### config.mk
export PLATFORM = sky130hd
export DESIGN_NAME = mem_stage_sram_ctrl
export DESIGN_NICKNAME = d
export VERILOG_FILES = /design/src/rtl/mem_stage_sram_ctrl.sv
export SDC_FILE = /design/constraint.sdc
export NUM_CORES = 1
export LEC_CHECK = 0
export CAP_MARGIN = 15
export CORE_MARGIN = 8
export CORE_UTILIZATION = 41
export CTS_CLUSTER_SIZE = 10
export DETAILED_ROUTE_END_ITERATION = 12
export PLACE_DENSITY = 0.77
export RECOVER_POWER = 25
export SLEW_MARGIN = 20
export SYNTH_ARGS = -nofsm -noshare
export SYNTH_HDL_FRONTEND = slang
export SYNTH_SLANG_ARGS = --single-unit
### constraint.sdc
create_clock -name clk -period 1.95 [get_ports clk]
set_clock_uncertainty 0.05 [all_clocks]
set_input_delay 0.4875 -clock clk [delete_from_list [all_inputs] [get_ports clk]]
set_output_delay 0.4875 -clock clk [all_outputs]
set_load 0.02 [all_outputs]
### src/rtl/mem_stage_sram_ctrl.sv
// MEM stage: 32-bit load/store over a 16-bit SRAM as two halfword phases.
// Ports: clk, rst (async, active-low); mem_R_en/mem_W_en/alu_result/val_rm
// from EX/MEM; ready (0 = freeze), read_data to MEM/WB; sram_* SRAM bus.
// Optional MEM_ADDR_CHECK_EN adds addr_err and rejects bad addresses.
module mem_stage_sram_ctrl #(
  parameter int unsigned MEM_BASE      = 1024,
  parameter int unsigned SRAM_AW       = 18,
  parameter int unsigned ACCESS_CYCLES = 2
) (
  input  logic               clk,
  input  logic               rst,
  input  logic               mem_R_en,
  input  logic               mem_W_en,
  input  logic [31:0]        alu_result,
  input  logic [31:0]        val_rm,
  output logic               ready,
  output logic [31:0]        read_data,
  output logic [SRAM_AW-1:0] sram_addr,
  output logic [15:0]        sram_dq_out,
  output logic               sram_dq_oe,
  input  logic [15:0]        sram_dq_in,
`ifdef MEM_ADDR_CHECK_EN
  output logic               addr_err,
`endif
  output logic               sram_we_n
);

  typedef enum logic [1:0] {
    S_IDLE,
    S_LOW,
    S_HIGH,
    S_DONE
  } state_e;

  localparam int CW = (ACCESS_CYCLES > 1) ?
                      $clog2(ACCESS_CYCLES) : 1;
  localparam logic [CW-1:0] CNT_LAST =
    CW'(ACCESS_CYCLES - 1);

  state_e             state_q, state_d;
  logic [CW-1:0]      cnt_q, cnt_d;
  logic [SRAM_AW-2:0] word_q, word_d;
  logic [31:0]        wdata_q, wdata_d;
  logic               wr_q, wr_d;
  logic [15:0]        lo_q, lo_d;
  logic [31:0]        rdata_q, rdata_d;

  logic [31:0]        diff;
  logic [SRAM_AW-2:0] word_in;
  logic               req;
  logic               start;
  logic               last;
  logic               unused_diff;

  assign diff    = alu_result - MEM_BASE;
  assign word_in = diff[SRAM_AW:2];
  assign unused_diff = ^{diff[31:SRAM_AW+1], diff[1:0]};

  assign req  = mem_R_en | mem_W_en;
  assign last = (cnt_q == CNT_LAST);

`ifdef MEM_ADDR_CHECK_EN
  logic [32:0] lim;
  logic        err;

  assign lim = 33'(MEM_BASE) + (33'd1 << (SRAM_AW + 1));
  assign err = (alu_result < MEM_BASE)
             | ({1'b0, alu_result} >= lim)
             | (alu_result[1:0] != 2'b00);
  assign start = req & ~err;
  // Rejected requests never leave IDLE.
  assign addr_err = (state_q == S_IDLE) & req & err;
`else
  assign start = req;
`endif

  assign ready = ((state_q == S_IDLE) & ~start)
               | (state_q == S_DONE);

  assign read_data = rdata_q;

  always_comb begin
    state_d = state_q;
    cnt_d   = cnt_q;
    word_d  = word_q;
    wdata_d = wdata_q;
    wr_d    = wr_q;
    lo_d    = lo_q;
    rdata_d = rdata_q;
    unique case (state_q)
      S_IDLE: begin
        if (start) begin
          state_d = S_LOW;
          cnt_d   = '0;
          word_d  = word_in;
          wdata_d = val_rm;
          // Store wins when both enables are set.
          wr_d    = mem_W_en;
        end
      end
      S_LOW: begin
        if (last) begin
          state_d = S_HIGH;
          cnt_d   = '0;
          if (!wr_q) lo_d = sram_dq_in;
        end else begin
          cnt_d = cnt_q + CW'(1);
        end
      end
      S_HIGH: begin
        if (last) begin
          state_d = S_DONE;
          cnt_d   = '0;
          // read_data only changes once a load completes.
          if (!wr_q) rdata_d = {sram_dq_in, lo_q};
        end else begin
          cnt_d = cnt_q + CW'(1);
        end
      end
      S_DONE: begin
        state_d = S_IDLE;
      end
      default: begin
        state_d = S_IDLE;
      end
    endcase
  end

  always_comb begin
    sram_addr   = '0;
    sram_dq_out = '0;
    sram_dq_oe  = 1'b0;
    sram_we_n   = 1'b1;
    unique case (1'b1)
      (state_q == S_LOW),
      (state_q == S_HIGH): begin
        sram_addr = {word_q, state_q == S_HIGH};
        if (wr_q) begin
          sram_dq_oe  = 1'b1;
          // Strobe released on the last cycle to hold addr/data.
          sram_we_n   = last;
          sram_dq_out = (state_q == S_HIGH) ?
                        wdata_q[31:16] : wdata_q[15:0];
        end
      end
      default: begin
      end
    endcase
  end

  always_ff @(posedge clk or negedge rst) begin
    if (!rst) begin
      state_q <= S_IDLE;
      cnt_q   <= '0;
      word_q  <= '0;
      wdata_q <= '0;
      wr_q    <= 1'b0;
      lo_q    <= '0;
      rdata_q <= '0;
    end else begin
      state_q <= state_d;
      cnt_q   <= cnt_d;
      word_q  <= word_d;
      wdata_q <= wdata_d;
      wr_q    <= wr_d;
      lo_q    <= lo_d;
      rdata_q <= rdata_d;
    end
  end

endmodule

==> results.toml, run 1 <==
[timing]
max_freq_ghz = 0.444
setup_viol_count_final = 37
rsz0062_at_grt = "true"
min_period_ns = 2.25
worst_pin_slew_ns = 0.850
hold_viol_final = 0
setup_slack_ns = -0.302
period_share_pct = 115
drv_slew = 0
relSlewSlack_pct = 43.3

[layout]
area_growth_pct = 54.0
fillers = 830
mostFrequentLayoutCells = "nand2_1 (128), dfrtp_1 (101), clkdlybuf4s50_1 (99)"
n_antenna_cell = 0
drive_gt1_share_pct = 32.9
fin_nets = 668
finalNonFillerCells = 719
layout_commonest_cell = "nand2_1"

[cts]
clk_pin_slew_worst_paths_ns = 0.10
htreeDepth = 3
clk_latency_ns = 0.36
cts_made_buffers = 9
root_buffer = "clkbuf_8"
hold_buffers = 0
clock_sinks = 101
cts_max_path_buffers = 2
cts_tree = "built"

[routing]
wl_per_cell_um = 16.2
dr.pass1.iters = 4
drc_errors = 0
drt-total-wl_um = 11600
antenna_left = 0
drt-initial-drc-count = 203
vias = 3471
via_per_inst = 4.83

[placed_design]
dp_cells = 687
portBuffers = 137
place.detailed.hpwl_um = 8100
place.gp.congestion = 0.788

[pwr]
p_leak_uw = 0.00312
power_uw = 12100
ir_drop_mv = 0.976
p_per_area_mw_per_mm2 = 1810

[logic_synthesis]
synth_fp_nets = 492
async_flop_share_pct = 100
ys_seq_area_share_pct = 58.2
yosys_warnings = 0
syn_avg_cell_area_um2 = 10.8
synthDistinctLibCells = 28
ys_seq_elements = 101
synth_edf_count = 0
synth_cells = 402
synth_area_mm2 = 0.00434
synth-main-ff-cell = "dfrtp_1"

[outcome]
status = "finished with violations"
violations = "setup timing"

[global_routing]
grt_overflow = 0
grt_pass1_wl_um = 18700
grt_start_max_net_pins = 42
antenna_found_initial = 0
first_global_vias = 3731
grt.total_usage_pct = 15.9

[setup_path]
reg2reg_slack_ns = 0.03
arrival_ns = 1.71
path_cells = "buf_6 > buf_6 > ha_4 > buf_12 > mux2i_1 > nor2_2 > buf_4"
start_kind = "flip-flop"
crit_required_ns = 1.41
cp_num_buf_inv = 4
cp_slowest_cell = "dfrtp_1"
max_stage_delay_ns = 0.41
crit_type = "flip-flop to output pin"
cp_common_cell = "buf_6"
crit_family = "buffers and inverters"
crit_path_max_fanout = 9
crit_path_end_kind = "output pin"

[floorplanning]
die_h_um = 119
start_util_pct = 42.1
boundaryPins = 153
die-area_mm2 = 0.0141
row_count = 37
fp.dieW_um = 119
coreArea_mm2 = 0.0103

[hold_path]
hp-class = "primary input to async pin"

[job]
drv_cap = 0
logic make-up (layout without fill, tap and decap cells):
family                   after synthesis  count (layout)  share of synthesized area (%)
XOR/XNOR                               2               2                          0.404
adder cells (fa/ha/maj)                6               6                           1.73
buffers and inverters                 26             207                           2.42
multiplexers                          65              65                           16.4
flip-flops                           101             101                           58.2
AO/OA/AOI/OAI                         21              21                           3.14
AND/OR/NAND/NOR                      181             181                           17.7
flip-flops by register name, summed over array words and instances (netlist names):
signal and cells:
lo_q 16, cnt_q 1, wr_q 1, word_q 17
read_data 32, state_q 2, wdata_q 32
per-stage QoR:
step | TNS [ns] | worst slack [ns] | hold WS (ns) | utilization (%) | area (µm²)
final | -8.97 | -0.302 | 0.162 | 64.8 | 6690
after floorplan | 0 | 0.00585 | 0.142 | - | 4380
after global routing | -11.49 | -0.387 | 0.210 | 64.8 | 6690
after detailed placement | -12.53 | -0.595 | 0.405 | 59.6 | 6150
after global placement | -11.16 | -0.583 | 0.404 | 59.6 | 6150
after CTS | -10.36 | -0.327 | 0.0133 | 63.2 | 6520
report_power, final:
group	leakage, µW	total, µW	internal (µW)	switching, µW
registers	0.00121	3710	3150	556
logic	0.00181	6990	3680	3320
clock network	0.0000997	1370	614	760
final timing paths:
check | to | cells past startpoint | start
max in group asynchronous | word_q[6]$_DFFE_PN0P_ | 2 | rst
worst min-delay path | read_data[3]$_DFFE_PN0P_ | 1 | rst
min in group clk | word_q[3]$_DFFE_PN0P_ | 2 | word_q[3]$_DFFE_PN0P_
worst max register to register | read_data[20]$_DFFE_PN0P_ | 9 | state_q[1]$_DFFE_PN0P_
worst max-delay path | sram_dq_out[12] | 7 | state_q[1]$_DFFE_PN0P_
worst min register to register | word_q[3]$_DFFE_PN0P_ | 2 | word_q[3]$_DFFE_PN0P_
routing by layer:
metal	track usage (%)	share of wire, %	up-vias
met5	0	0	-
met4	5.06	1.2	0
met3	3.50	4.7	12
met2	27.2	51	81
met1	19.6	43	1711
li1	-	-	1667
cells in the mapped netlist (2+ instances only):
cell | number | area, µm²
ha_1 | 6 | 75.1
a211oi_1 | 2 | 15.0
or3b_1 | 2 | 17.5
a31oi_1 | 5 | 31.3
xnor2_1 | 2 | 17.5
nor2_1 | 22 | 82.6
dfrtp_1 | 101 | 2530
o21a_1 | 2 | 15.0
mux2i_1 | 16 | 160
inv_1 | 6 | 22.5
or3_1 | 2 | 12.5
clkbuf_1 | 13 | 48.8
mux2_2 | 49 | 552
nand2_1 | 131 | 492
o31ai_1 | 3 | 22.5
buf_2 | 6 | 30.0
or4_1 | 2 | 15.0
and2_1 | 17 | 106
o21ai_0 | 6 | 30.0
area by class of cell:
cell class	instances	area (µm²)	share of cell area, %
repair buffers	185	1890	28.2
inverters	6	35.0	0.524
multi-input cells	275	1860	27.8
clock buffers	9	124	1.85
well taps	136	170	2.54
flip-flops and latches	101	2530	37.8
clock inverters	7	81.3	1.22
repair_timing:
item | CTS | global route
endpoints found under the setup margin | 37 | 71
resized for setup | 210 | 34
pin swaps | 1 | 6
gates cloned | 3 | 3
buffers inserted | 8 | 5
No activity file was read; power rests on OpenSTA's default activity.
==> inputs of run 2 (changes only) <==
--- a/config.mk
+++ b/config.mk
@@ -6,7 +6,7 @@
 export NUM_CORES = 1
 export LEC_CHECK = 0
 export CAP_MARGIN = 15
-export CORE_MARGIN = 8
+export CORE_MARGIN = 3
 export CORE_UTILIZATION = 41
 export CTS_CLUSTER_SIZE = 10
 export DETAILED_ROUTE_END_ITERATION = 12
==> run 2 against run 1 <==
Against the previous run: sequential cell count unchanged; clock power is essentially flat; core utilization up 4.6 points; highest routed layer unchanged; the flow still finishes with violations (setup timing).
==> results.toml, run 2 (synthesis gave the netlist of run 1 again) <==
[placed_design]
postPlaceCellArea_mm2 = 0.00615
place.detailed.hpwl_um = 7580
place.gp.congestion = 0.844
dp_cells = 686
portBuffers = 137

[floorplanning]
start_util_pct = 43.2
boundaryPins = 153
die_h_um = 109
coreArea_mm2 = 0.0100
fp.dieW_um = 109
row_count = 36
die-area_mm2 = 0.0119

[routing]
wl_per_cell_um = 15.7
antenna_left = 0
dr.pass1.iters = 4
drt-initial-drc-count = 151
vias = 3517
drc_errors = 0
drt-total-wl_um = 11500
via_per_inst = 4.81

[timing]
period_share_pct = 117
setup_tns_ns = -8.90
min_period_ns = 2.29
max_freq_ghz = 0.437
worst_pin_slew_ns = 0.840
setup_slack_ns = -0.338
drv_slew = 0
relSlewSlack_pct = 44.0
rsz0062_at_grt = "true"
setup_viol_count_final = 38
hold_viol_final = 0

[outcome]
violations = "setup timing"
status = "finished with violations"

[pwr]
p_seq_share_pct = 29.2
p_per_area_mw_per_mm2 = 1850
p_int_uw = 8030
p_leak_uw = 0.00322
pwr-share-comb_pct = 60.3
ir_drop_mv = 1.29
clkPwrFrac_pct = 10.5
power_uw = 12900
p_switching_uw = 4870
switching_share_pct = 37.8

[layout]
utilization_pct = 69.3
mostFrequentLayoutCells = "nand2_1 (128), dfrtp_1 (101), clkdlybuf4s50_1 (98)"
layout_commonest_cell = "nand2_1"
drive_gt1_share_pct = 37.3
fillers = 759
area_growth_pct = 60.4
final_area_mm2 = 0.00696
fin_nets = 683
n_antenna_cell = 0
finalNonFillerCells = 731

[global_routing]
grt_pass1_wl_um = 18100
grt_overflow = 0
first_global_vias = 3687
grt_start_max_net_pins = 39
antenna_found_initial = 0
grt.total_usage_pct = 19.3

[setup_path]
start_kind = "flip-flop"
reg2reg_depth = 14
crit_type = "flip-flop to output pin"
cp_slowest_cell = "dfrtp_1"
reg2reg_slack_ns = -0.14
arrival_ns = 1.75
path_cells = "buf_6 > ha_4 > buf_6 > buf_16 > mux2i_4 > nor2_2 > buf_6"
crit_required_ns = 1.41
cp_common_cell = "buf_6"
crit_path_max_fanout = 4
crit_path_end_kind = "output pin"
max_stage_delay_ns = 0.41

[job]
drv_cap = 0

[hold_path]
hp-class = "primary input to async pin"

[cts]
cts_made_buffers = 9
cts_tree = "built"
htreeDepth = 3
clk_latency_ns = 0.35
cts_max_path_buffers = 2
clock_sinks = 101
root_buffer = "clkbuf_8"
hold_buffers = 0
clk_pin_slew_worst_paths_ns = 0.10
==> run 2: changes by cell type in the layout (fill, tap and decap cells not counted), moves of 5 or more <==
cell     change
nor2_2       -5
buf_6       +24
and2_4       +9
and2_1       -9
mux2i_1      -6
buf_2       -10
==> run 2: layout make-up <==
type                            count  area (µm²)  area share, %
Sequential cell                   101        2530           36.3
Timing Repair Buffer              200        2070           29.8
Multi-Input combinational cell    275        1960           28.2
Tap cell                          133         166           2.39
Clock buffer                       10         138           1.98
Clock inverter                      6        68.8          0.988
Inverter                            6        27.5          0.395
==> run 2: layer usage <==
metal / share of wire (%) / routed length (µm) / up-vias / GRT usage (%)
li1: - / - / 1699 / -
met1: 43 / 4970 / 1723 / 25.4
met2: 51 / 5910 / 86 / 33.1
met3: 4.4 / 505 / 9 / 3.14
met4: 0.91 / 105 / 0 / 5.05
met5: 0 / 0 / - / 0
==> run 2: what timing repair did <==
action                                  4_1_cts  5_1_grt
gates cloned                                  5        3
buffers inserted                             18        5
endpoints found under the setup margin       37       74
gates resized for setup                     252       49
pin swaps                                     2        9
==> run 2: worst max-delay path, delay by kind of cell (launching register included) <==
kind / cells / cell delay, ns
adder cells (fa/ha/maj): 1 / 0.18
buffers and inverters: 4 / 0.53
flip-flops: 1 / 0.41
multiplexers: 1 / 0.18
AND/OR/NAND/NOR: 1 / 0.11
==> run 2: per-stage QoR <==
stage,setup slack [ns],hold WS (ns)
global placement,-0.574,0.400
detailed placement,-0.567,0.404
global route,-0.393,0.198
finish,-0.338,0.174
CTS,-0.345,0.0179
floorplan,0.00585,0.142
==> run 2: final timing paths <==
path | startpoint | to
max in group asynchronous | rst | wdata_q[29]$_DFFE_PN0P_
max | state_q[1]$_DFFE_PN0P_ | sram_dq_out[14]
max reg2reg | state_q[0]$_DFFE_PN0P_ | state_q[0]$_DFFE_PN0P_
min | rst | read_data[22]$_DFFE_PN0P_
min reg2reg | wdata_q[15]$_DFFE_PN0P_ | wdata_q[15]$_DFFE_PN0P_
min in group clk | wdata_q[15]$_DFFE_PN0P_ | wdata_q[15]$_DFFE_PN0P_
==> run 2: power by group through the flow <==
| stage | logic [µW] | registers (µW) | clock network [µW] |
|---|---|---|---|
| after global routing | 8300 | 3890 | 1490 |
| after global placement | 5860 | 3640 | 0 |
| after detailed placement | 5980 | 3710 | 0 |
| final | 7780 | 3770 | 1360 |
| after floorplan | 2960 | 4020 | 0 |
| after CTS | 7200 | 3720 | 1390 |
==> inputs of run 3 (changes only) <==
--- a/config.mk
+++ b/config.mk
@@ -5,6 +5,7 @@
 export SDC_FILE = /design/constraint.sdc
 export NUM_CORES = 1
 export LEC_CHECK = 0
+export ABC_CLOCK_PERIOD_IN_PS = 1950
 export CAP_MARGIN = 15
 export CORE_MARGIN = 3
 export CORE_UTILIZATION = 41
==> results of run 3 <==
No change in the layout: final DEF, timing and power equal those of run 2.
